`config.mk`:
```
export PLATFORM = sky130hd
export DESIGN_NAME = detector_patron
export DESIGN_NICKNAME = d
export VERILOG_FILES = /design/src/rtl/detector_patron_pkg.sv /design/src/rtl/detector_patron_pulse_stretcher.sv /design/src/rtl/detector_patron.sv
export SDC_FILE = /design/constraint.sdc
export NUM_CORES = 1
export LEC_CHECK = 0
export BUFFER_PORTS_ARGS = -buffer_cell sky130_fd_sc_hd__buf_4
export CELL_PAD_IN_SITES_DETAIL_PLACEMENT = 2
export CELL_PAD_IN_SITES_GLOBAL_PLACEMENT = 2
export CORE_MARGIN = 5
export CORE_UTILIZATION = 32
export DETAILED_ROUTE_END_ITERATION = 10
export PLACE_DENSITY = 0.78
export REMOVE_ABC_BUFFERS = 1
export SETUP_SLACK_MARGIN = 0.1
export SYNTH_ARGS = -nofsm -noshare
export SYNTH_HDL_FRONTEND = slang
export SYNTH_SLANG_ARGS = --single-unit
export TNS_END_PERCENT = 10
```
`constraint.sdc`:
```
create_clock -name clk -period 3.8 [get_ports clk]
set_input_delay 0.76 -clock clk [delete_from_list [all_inputs] [get_ports clk]]
set_output_delay 0.76 -clock clk [all_outputs]
set_load 0.02 [all_outputs]
```
`src/rtl/detector_patron_pkg.sv`:
```
// detector_patron_pkg: shared types and helpers for the serial pattern detector.
//   state_t    : control FSM encoding (UNCFG, ARMED)
//   len_width  : width of length/fill fields for a given maximum pattern length
//   sat_max    : all-ones value of a counter of the given width
package detector_patron_pkg;

  typedef enum logic {
    UNCFG = 1'b0,
    ARMED = 1'b1
  } state_t;

  // Must hold values 0..max_len inclusive.
  function automatic int len_width(input int max_len);
    return $clog2(max_len) + 1;
  endfunction

  function automatic longint unsigned sat_max(input int width);
    return (64'd1 << width) - 64'd1;
  endfunction

endpackage

```
`src/rtl/detector_patron_pulse_stretcher.sv`:
```
// pulse_stretcher: retriggerable LED hold for match strobes.
//   clk, reset : clock, synchronous active-high reset
//   match      : single-cycle strobe, sampled on the same edge that registers the match
//   led        : STRETCH=0 -> registered copy of match;
//                else high for STRETCH cycles starting with the match cycle, restart on retrigger
module pulse_stretcher #(
  parameter int STRETCH = 0
) (
  input  logic clk,
  input  logic reset,
  input  logic match,
  output logic led
);

  generate
    if (STRETCH == 0) begin : g_pass
      logic r_led;
      always_ff @(posedge clk) begin
        if (reset) r_led <= 1'b0;
        else       r_led <= match;
      end
      assign led = r_led;
    end else begin : g_cnt
      localparam int CW = $clog2(STRETCH + 1);
      logic [CW-1:0] r_cnt;
      always_ff @(posedge clk) begin
        if (reset)              r_cnt <= '0;
        else if (match)         r_cnt <= CW'(STRETCH);
        else if (r_cnt != '0)   r_cnt <= r_cnt - CW'(1);
      end
      assign led = (r_cnt != '0);
    end
  endgenerate

endmodule

```
`src/rtl/detector_patron.sv`:
```
// detector_patron: runtime-configurable serial pattern detector.
//   clk, reset   : clock, synchronous active-high reset
//   in_valid/in_bit : serial input, one bit per cycle when in_valid
//   cfg_load, cfg_pattern, cfg_len, cfg_overlap : configuration load (pattern MSB = first bit)
//   clr_count    : clear match counter
//   armed        : valid configuration held
//   match        : one-cycle pulse per detected occurrence
//   match_count  : saturating match count
//   led          : stretched match indicator
//   cfg_err      : one-cycle pulse on rejected configuration
module detector_patron
  import detector_patron_pkg::*;
#(
  parameter int MAX_LEN = 8,
  parameter int CNT_W   = 8,
  parameter int STRETCH = 0,
  parameter int LEN_W   = len_width(MAX_LEN)
) (
  input  logic               clk,
  input  logic               reset,
  input  logic               in_valid,
  input  logic               in_bit,
  input  logic               cfg_load,
  input  logic [MAX_LEN-1:0] cfg_pattern,
  input  logic [LEN_W-1:0]   cfg_len,
  input  logic               cfg_overlap,
  input  logic               clr_count,
  output logic               armed,
  output logic               match,
  output logic [CNT_W-1:0]   match_count,
  output logic               led,
  output logic               cfg_err
);

  localparam logic [LEN_W-1:0] MAX_LEN_L = LEN_W'(MAX_LEN);
  localparam logic [CNT_W-1:0] CNT_MAX   = CNT_W'(sat_max(CNT_W));

  state_t             r_state;
  logic [MAX_LEN-1:0] r_hist;
  logic [LEN_W-1:0]   r_fill;
  logic [MAX_LEN-1:0] r_pattern;
  logic [LEN_W-1:0]   r_len;
  logic               r_overlap;
  logic [CNT_W-1:0]   r_count;
  logic               r_match;
  logic               r_cfg_err;

  logic               w_cfg_ok;
  logic               w_shift;
  logic [MAX_LEN-1:0] w_hist_next;
  logic [LEN_W-1:0]   w_fill_next;
  logic [MAX_LEN-1:0] w_mask;
  logic               w_match;

  always_comb begin
    w_cfg_ok    = (cfg_len != '0) && (cfg_len <= MAX_LEN_L);
    // cfg_load wins over in_valid: the coincident bit is dropped.
    w_shift     = in_valid && (r_state == ARMED) && !cfg_load;
    w_hist_next = w_shift ? {r_hist[MAX_LEN-2:0], in_bit} : r_hist;
    w_fill_next = r_fill;
    if (w_shift && (r_fill != MAX_LEN_L)) w_fill_next = r_fill + LEN_W'(1);
    w_mask = '0;
    for (int unsigned i = 0; i < MAX_LEN; i++) w_mask[i] = (LEN_W'(i) < r_len);
    // Only a freshly shifted bit can complete an occurrence.
    w_match = w_shift && (w_fill_next >= r_len) &&
              (((w_hist_next ^ r_pattern) & w_mask) == '0);
  end

  always_ff @(posedge clk) begin
    if (reset) begin
      r_state   <= UNCFG;
      r_hist    <= '0;
      r_fill    <= '0;
      r_pattern <= '0;
      r_len     <= '0;
      r_overlap <= 1'b0;
      r_count   <= '0;
      r_match   <= 1'b0;
      r_cfg_err <= 1'b0;
    end else begin
      r_match   <= w_match;
      r_cfg_err <= cfg_load && !w_cfg_ok;

      if (cfg_load && w_cfg_ok) begin
        r_state   <= ARMED;
        r_pattern <= cfg_pattern;
        r_len     <= cfg_len;
        r_overlap <= cfg_overlap;
        r_hist    <= '0;
        r_fill    <= '0;
      end else if (w_shift) begin
        r_hist <= w_hist_next;
        // Non-overlapping mode: restart the fill so matched bits are not reused.
        r_fill <= (w_match && !r_overlap) ? '0 : w_fill_next;
      end

      if (clr_count)                             r_count <= w_match ? CNT_W'(1) : '0;
      else if (w_match && (r_count != CNT_MAX))  r_count <= r_count + CNT_W'(1);
    end
  end

  // The stretcher sees the unregistered strobe so its LED rises with the match pulse.
  pulse_stretcher #(.STRETCH(STRETCH)) u_stretch (
    .clk   (clk),
    .reset (reset),
    .match (w_match),
    .led   (led)
  );

  assign armed       = (r_state == ARMED);
  assign match       = r_match;
  assign match_count = r_count;
  assign cfg_err     = r_cfg_err;

endmodule
```
=== Word-level counts from Yosys, hierarchy flattened ===
Index checks and enable logic that the tools add are counted.

* Register bits after elaboration: 36
* Bits in latches: 0
* Bits in writable memories: 0
* Memory bits (read-only): 0
* Input port bits: 19
* Output and inout port bits: 12
* Logic and storage cells: 48
* Memories kept: 0

* Add/subtract/negate cells: 2
* Multiply operators: 0
* Divide/modulo/power cells: 0
* Magnitude comparators: 10
* Eq/ne operators: 2
* Shifts and indexed selects: 0
* Multiplexer cells: 6
* Bitwise operators: 2
* Reductions and logical operators: 17

{| class="wikitable"
|+ Operators with widths
! operator !! number
|-
| two-way mux 8 bit || 3
|-
| less-than comparator 3 x 4 -> 1 bit (first input constant) || 4
|-
| logical AND 1 bit || 10
|-
| adder 8 x 1 -> 8 bit (second input constant) || 1
|-
| AND 8 bit || 1
|-
| logical NOT 8 bit || 1
|-
| less-than comparator 1 x 4 -> 1 bit (first input constant) || 2
|-
| less-than comparator 2 x 4 -> 1 bit (first input constant) || 2
|-
| two-way mux 4 bit || 2
|-
| != test 8 bit (second input constant) || 1
|-
| XOR 8 bit || 1
|-
| adder 4 x 1 -> 4 bit (second input constant) || 1
|-
| greater-or-equal comparator 4 bit || 1
|-
| <= comparator 4 bit (second input constant) || 1
|-
| != test 4 bit (second input constant) || 1
|-
| nonzero test 4 bit || 1
|-
| logical NOT 1 bit || 3
|-
| nonzero test 2 bit || 1
|-
| OR reduction 2 bit || 1
|-
| two-way mux 1 bit || 1
|}

=== Depth between registers and ports, before layout ===
* Depth in word-level cells: 10
* Gate-level depth with buffers: 12
* Mapped depth without buffers: 12

=== Hierarchy ===
Synthesis repeated with hierarchy kept, for this count alone.

* Cells, all modules: 222
* Area, all modules: 1959.4 µm²

{| class="wikitable"
|+ Modules (own cells, without submodules)
! module !! times used !! cells each !! area each (µm²) !! sequential area each (µm²)
|-
| detector_patron || 1 || 220 || 1925.6 || 700.7
|-
| pulse_stretcher || 1 || 2 || 33.8 || 20.0
|}

=== Least setup slack after synthesis ===
OpenSTA, ideal clock, no wires.

* Path type: input to register
* From: in cfg_load
* To: reg r_count[0] (netlist: match_count[0])
* Library setup time: 117 ps
* Arrival time: 2791 ps
* Required time: 3683 ps
* Slack: 892 ps
* Stages on the path: 11
* Path buffers: 1
* Cells stage by stage: and3b_1 > buf_6 > o21ai_0 > xnor2_1 > ha_1 > nand2b_1 > a211o_1 > a21oi_1 > a2111oi_4 > and2_1 > a22o_1

* Word-level cells in the longest chain between the ends: 9
* Elaborated cells on any way between the ends: 15
* Those cells by class: order compare (1); mux (4); bitwise (2); reduce/logical (8)

{| class="wikitable"
|+ Ends and longest elaborated chain
! what !! line !! RTL
|-
| start, declared || detector_patron.sv:23 || <nowiki>input logic cfg_load,</nowiki>
|-
| logical NOT 1 bit * || detector_patron.sv:58 || <nowiki>w_shift = in_valid && (r_state == ARMED) && !cfg_load;</nowiki>
|-
| logical AND 1 bit * || detector_patron.sv:58 ||
|-
| logical AND 1 bit / two-way mux 8 bit (equally long branches) || detector_patron.sv:61, detector_patron.sv:59 ||
|-
| two-way mux 4 bit / XOR 8 bit (equally long branches) || detector_patron.sv:61, detector_patron.sv:66 ||
|-
| greater-or-equal comparator 4 bit / AND 8 bit (equally long branches) || detector_patron.sv:65, detector_patron.sv:66 ||
|-
| logical AND 1 bit / logical NOT 8 bit (equally long branches) || detector_patron.sv:65, detector_patron.sv:66 ||
|-
| logical AND 1 bit * || detector_patron.sv:65 || <nowiki>w_match = w_shift && (w_fill_next >= r_len) &&</nowiki>
|-
| two-way mux 1 bit / logical AND 1 bit (equally long branches) || detector_patron.sv:97, detector_patron.sv:98 ||
|-
| two-way mux 8 bit / nonzero test 2 bit (equally long branches) || n/a ||
|-
| end signal, assigned || detector_patron.sv:97 || <nowiki>if (clr_count) r_count <= w_match ? CNT_W'(1) : '0;</nowiki>
|-
| end signal, assigned || detector_patron.sv:98 || <nowiki>else if (w_match && (r_count != CNT_MAX)) r_count <= r_count + CNT_W'(1);</nowiki>
|-
| end, declared || detector_patron.sv:44 || <nowiki>logic [CNT_W-1:0] r_count;</nowiki>
|}

Mark *: on every way between the ends. The rest lies on a longest branch, timed or not.
A chain may end at the register's enable or synchronous reset.

=== Worst setup path in the final report ===
Same ends and word-level chain as after synthesis.

==> reports/metrics.yaml <==
critical_path:
  r2r-start: "r_fill[0]"
  startpoint: "cfg_load"
  critPathArrivalTime_ps: 3180
  critical_path_required_ps: 3990
  crit_chain: "buf_4 -> and3b_1 -> o21ai_0 -> xnor2_1 -> ha_1 -> nand2b_1 -> a211o_1 -> a21oi_1 -> a2111oi_4 -> and2_1 -> a22o_1"
  critPathMaxFanout: 9
  crit_family: "compound AO/OA/AOI/OAI gates"
  slowest_delay_ps: 350
  slowest_stage: "and3b_1"
  worst_setup_path_start_kind: "input pin"
  critPathBufInv: 1
  end_kind: "register"
  critical_path_class: "in2reg"
clock_tree:
  cts_tree: "done"
  clock_latency_ps: 290
  cts.htree.levels: 2
  postCtsHoldBufs: 0
  post_cts_resized: 0
  cts_sinks: 35
  path_clk_slew_ps: 70
  cts_made_buffers: 5
  cts_setup_buffers: 0
  clockBufferDepth: 2
  root_buffer: "clkbuf_8"
synthesis:
  synth_top_family_by_area: "simple AND/OR/NAND/NOR gates"
  synth-xor-area-share_pct: 4.225
  synth_cell_type_count: 40
  synth-compound-area-share_pct: 11.54
  synthSimpleGateAreaFrac_pct: 23.68
  netlist_area_sq_um: 1866
  ys_seq_area_share_pct: 37.56
  syn_inst: 207
  ys_async_sr_fraction_pct: 0
  synth_edf_count: 0
  synth_adder_area_share_pct: 4.695
  yosysMostFrequentCell: "dfxtp_1"
  netlist.area_leader.share_pct: 37.56
  synthTopCellsByCount: "35 x dfxtp_1, 22 x mux2i_1, 22 x nor2_1"
  ys_ff_latch: 35
  yosysTopAreaCell: "dfxtp_1"
  yosys-top-cells-area: "dfxtp_1 38%, mux2i_1 12%, ha_1 4.7%"
  ys_warn_count: 0
  ys.flop_type: "dfxtp_1"
  synthMuxAreaShare_pct: 14.42
  synth_area_per_cell_sq_um: 9.012
sta:
  worst_slack_ps: 812.4
  setup_viol: 0
  relSlewSlack_pct: 62.21
  drv_slew: 0
  clock.fmax_ghz: 0.3347
  fin_tns_setup_ps: 0
  skew_ps: 8.679
  rsz0062_at_grt: "false"
  finalHoldViolCount: 0
  finalCritPeriodShare_pct: 78.62
  fin_crit_ps: 2988
  worst_pin_slew_ps: 566.9
  hold_slack_ps: 504.2
drt:
  drt-initial-drc-count: 49
  routedWlPerCell_um: 16.37
  drc_errors: 0
  via_per_inst: 5.167
  drt_wl_total_um: 5107
  ant_nets: 0
  vias: 1612
  dr.pass1.iters: 4
finish:
  antenna_cells: 0
  num-fill-cells: 636
  fin_nets: 265
  area_growth_pct: 19.99
  instances_no_fill: 312
  fin_util_pct: 40.16
  drive_gt1_share_pct: 19.58
  stdcell_area_sq_um: 2238
floorplanning:
  rows: 27
  die_y_um: 86.36
  io_pins: 31
  die_x_um: 86.36
  coreArea_sq_um: 5574
  dieArea_sq_um: 7457
  start_util_pct: 33.47
place:
  placed_cells: 304
  dp_slack_ps: 494.6
  dp_hpwl_um: 3789
  gp_congestion: 0.7601
  port_buffers: 30
  post_dp_cell_area_sq_um: 2157
power:
  ir_worst_vdd_mv: 0.1771
  clkPwrFrac_pct: 35.2
  powerDensity_nw_per_um2: 332.6
  power_frac_seq_pct: 52.1
  p_comb_share_pct: 12.7
  power.net_switching_mw: 0.1951
  power_mw: 0.7444
  p_int_mw: 0.5493
  swShare_pct: 26.21
  p_leak_nw: 1.012
global_route:
  grt_pass1_wl_um: 8604
  grt_antenna_before_repair: 0
  track_usage_pct: 14.68
  grt_pass1_vias: 1724
  grt-ovfl-total: 0
  grt_max_degree: 26
status:
  status: "complete, no violations"
min_path:
  worstHoldStart: "match_count[4]"
  hold_class: "reg2reg"
run:
  max_cap_violations: 0
==> worst register-to-register path: cells and delay by family (launching register included) <==
family	cells	cell delay, ps
AOI/OAI and AO/OA	5	1190
adders and majority gates	2	450
muxes	1	390
DFF	1	330
and+or+nand+nor	2	270
buffers and inverters	1	100
==> cells by family (layout without fill, tap and decap cells) <==
family / count (synthesis) / count (layout)
muxes: 26 / 26
and+or+nand+nor: 85 / 85
DFF: 35 / 35
buffers and inverters: 16 / 49
AOI/OAI and AO/OA: 29 / 29
xor gates and xnor gates: 9 / 9
adders and majority gates: 7 / 7
==> power groups by stage <==
stage	clock, mW	sequential, mW	combinational (mW)
floorplan	0	0.395	0.0546
global placement	0	0.395	0.0928
detailed placement	0	0.396	0.0960
CTS	0.271	0.388	0.0966
global route	0.288	0.389	0.106
finish	0.262	0.388	0.0943
==> cell usage in the layout (no fill, tap or decap), types with 2 or more instances in the layout <==
master     n
a211o_1    2
a211oi_1   2
a21oi_1   13
a31oi_1    3
and2_1     3
and3_1     4
buf_4     32
clkbuf_1   2
clkbuf_8   5
dfxtp_1   35
ha_1       7
inv_1      9
mux2_2     3
mux2i_1   22
nand2_1   21
nand2b_1   4
nand3_1    3
nand3b_1   2
nand4_1    5
nor2_1    22
nor2b_1    7
nor3_1     3
o21ai_0    4
or2_2      2
or3_1      4
xnor2_1    6
xor2_1     3
==> per-layer routing <==
layer	up-vias	track usage, %	routed length [um]
met2	22	25.17	2588
met5	-	0	0
met4	0	4.108	60
li1	790	-	-
met3	6	3.802	159
met1	794	18.08	2299
==> sequential cells by signal, indices dropped and copies added (netlist names) <==
signal,count
match_count,8
r_pattern,8
r_hist,7
r_fill,4
r_len,4
armed,1
cfg_err,1
r_overlap,1
u_stretch.led,1
==> area by class of cell <==
| cell class | instances | area, sq um | share of cell area (%) |
|---|---|---|---|
| tap | 72 | 90.09 | 4.025 |
| multi-input combinational | 156 | 1092 | 48.80 |
| clock inverter | 1 | 5.005 | 0.2236 |
| timing repair buffer | 32 | 240.2 | 10.73 |
| inverter | 9 | 33.78 | 1.509 |
| sequential | 35 | 700.7 | 31.30 |
| clock buffer | 7 | 76.32 | 3.410 |
==> worst paths after layout <==
kind / cells after the start / slack (ps) / endpoint
min reg2reg: 2 / 500 / match_count[4]
max reg2reg: 11 / 970 / match_count[0]
max: 11 / 810 / match_count[0]
min: 2 / 500 / match_count[4]
No activity file was read; power rests on OpenSTA's default activity.
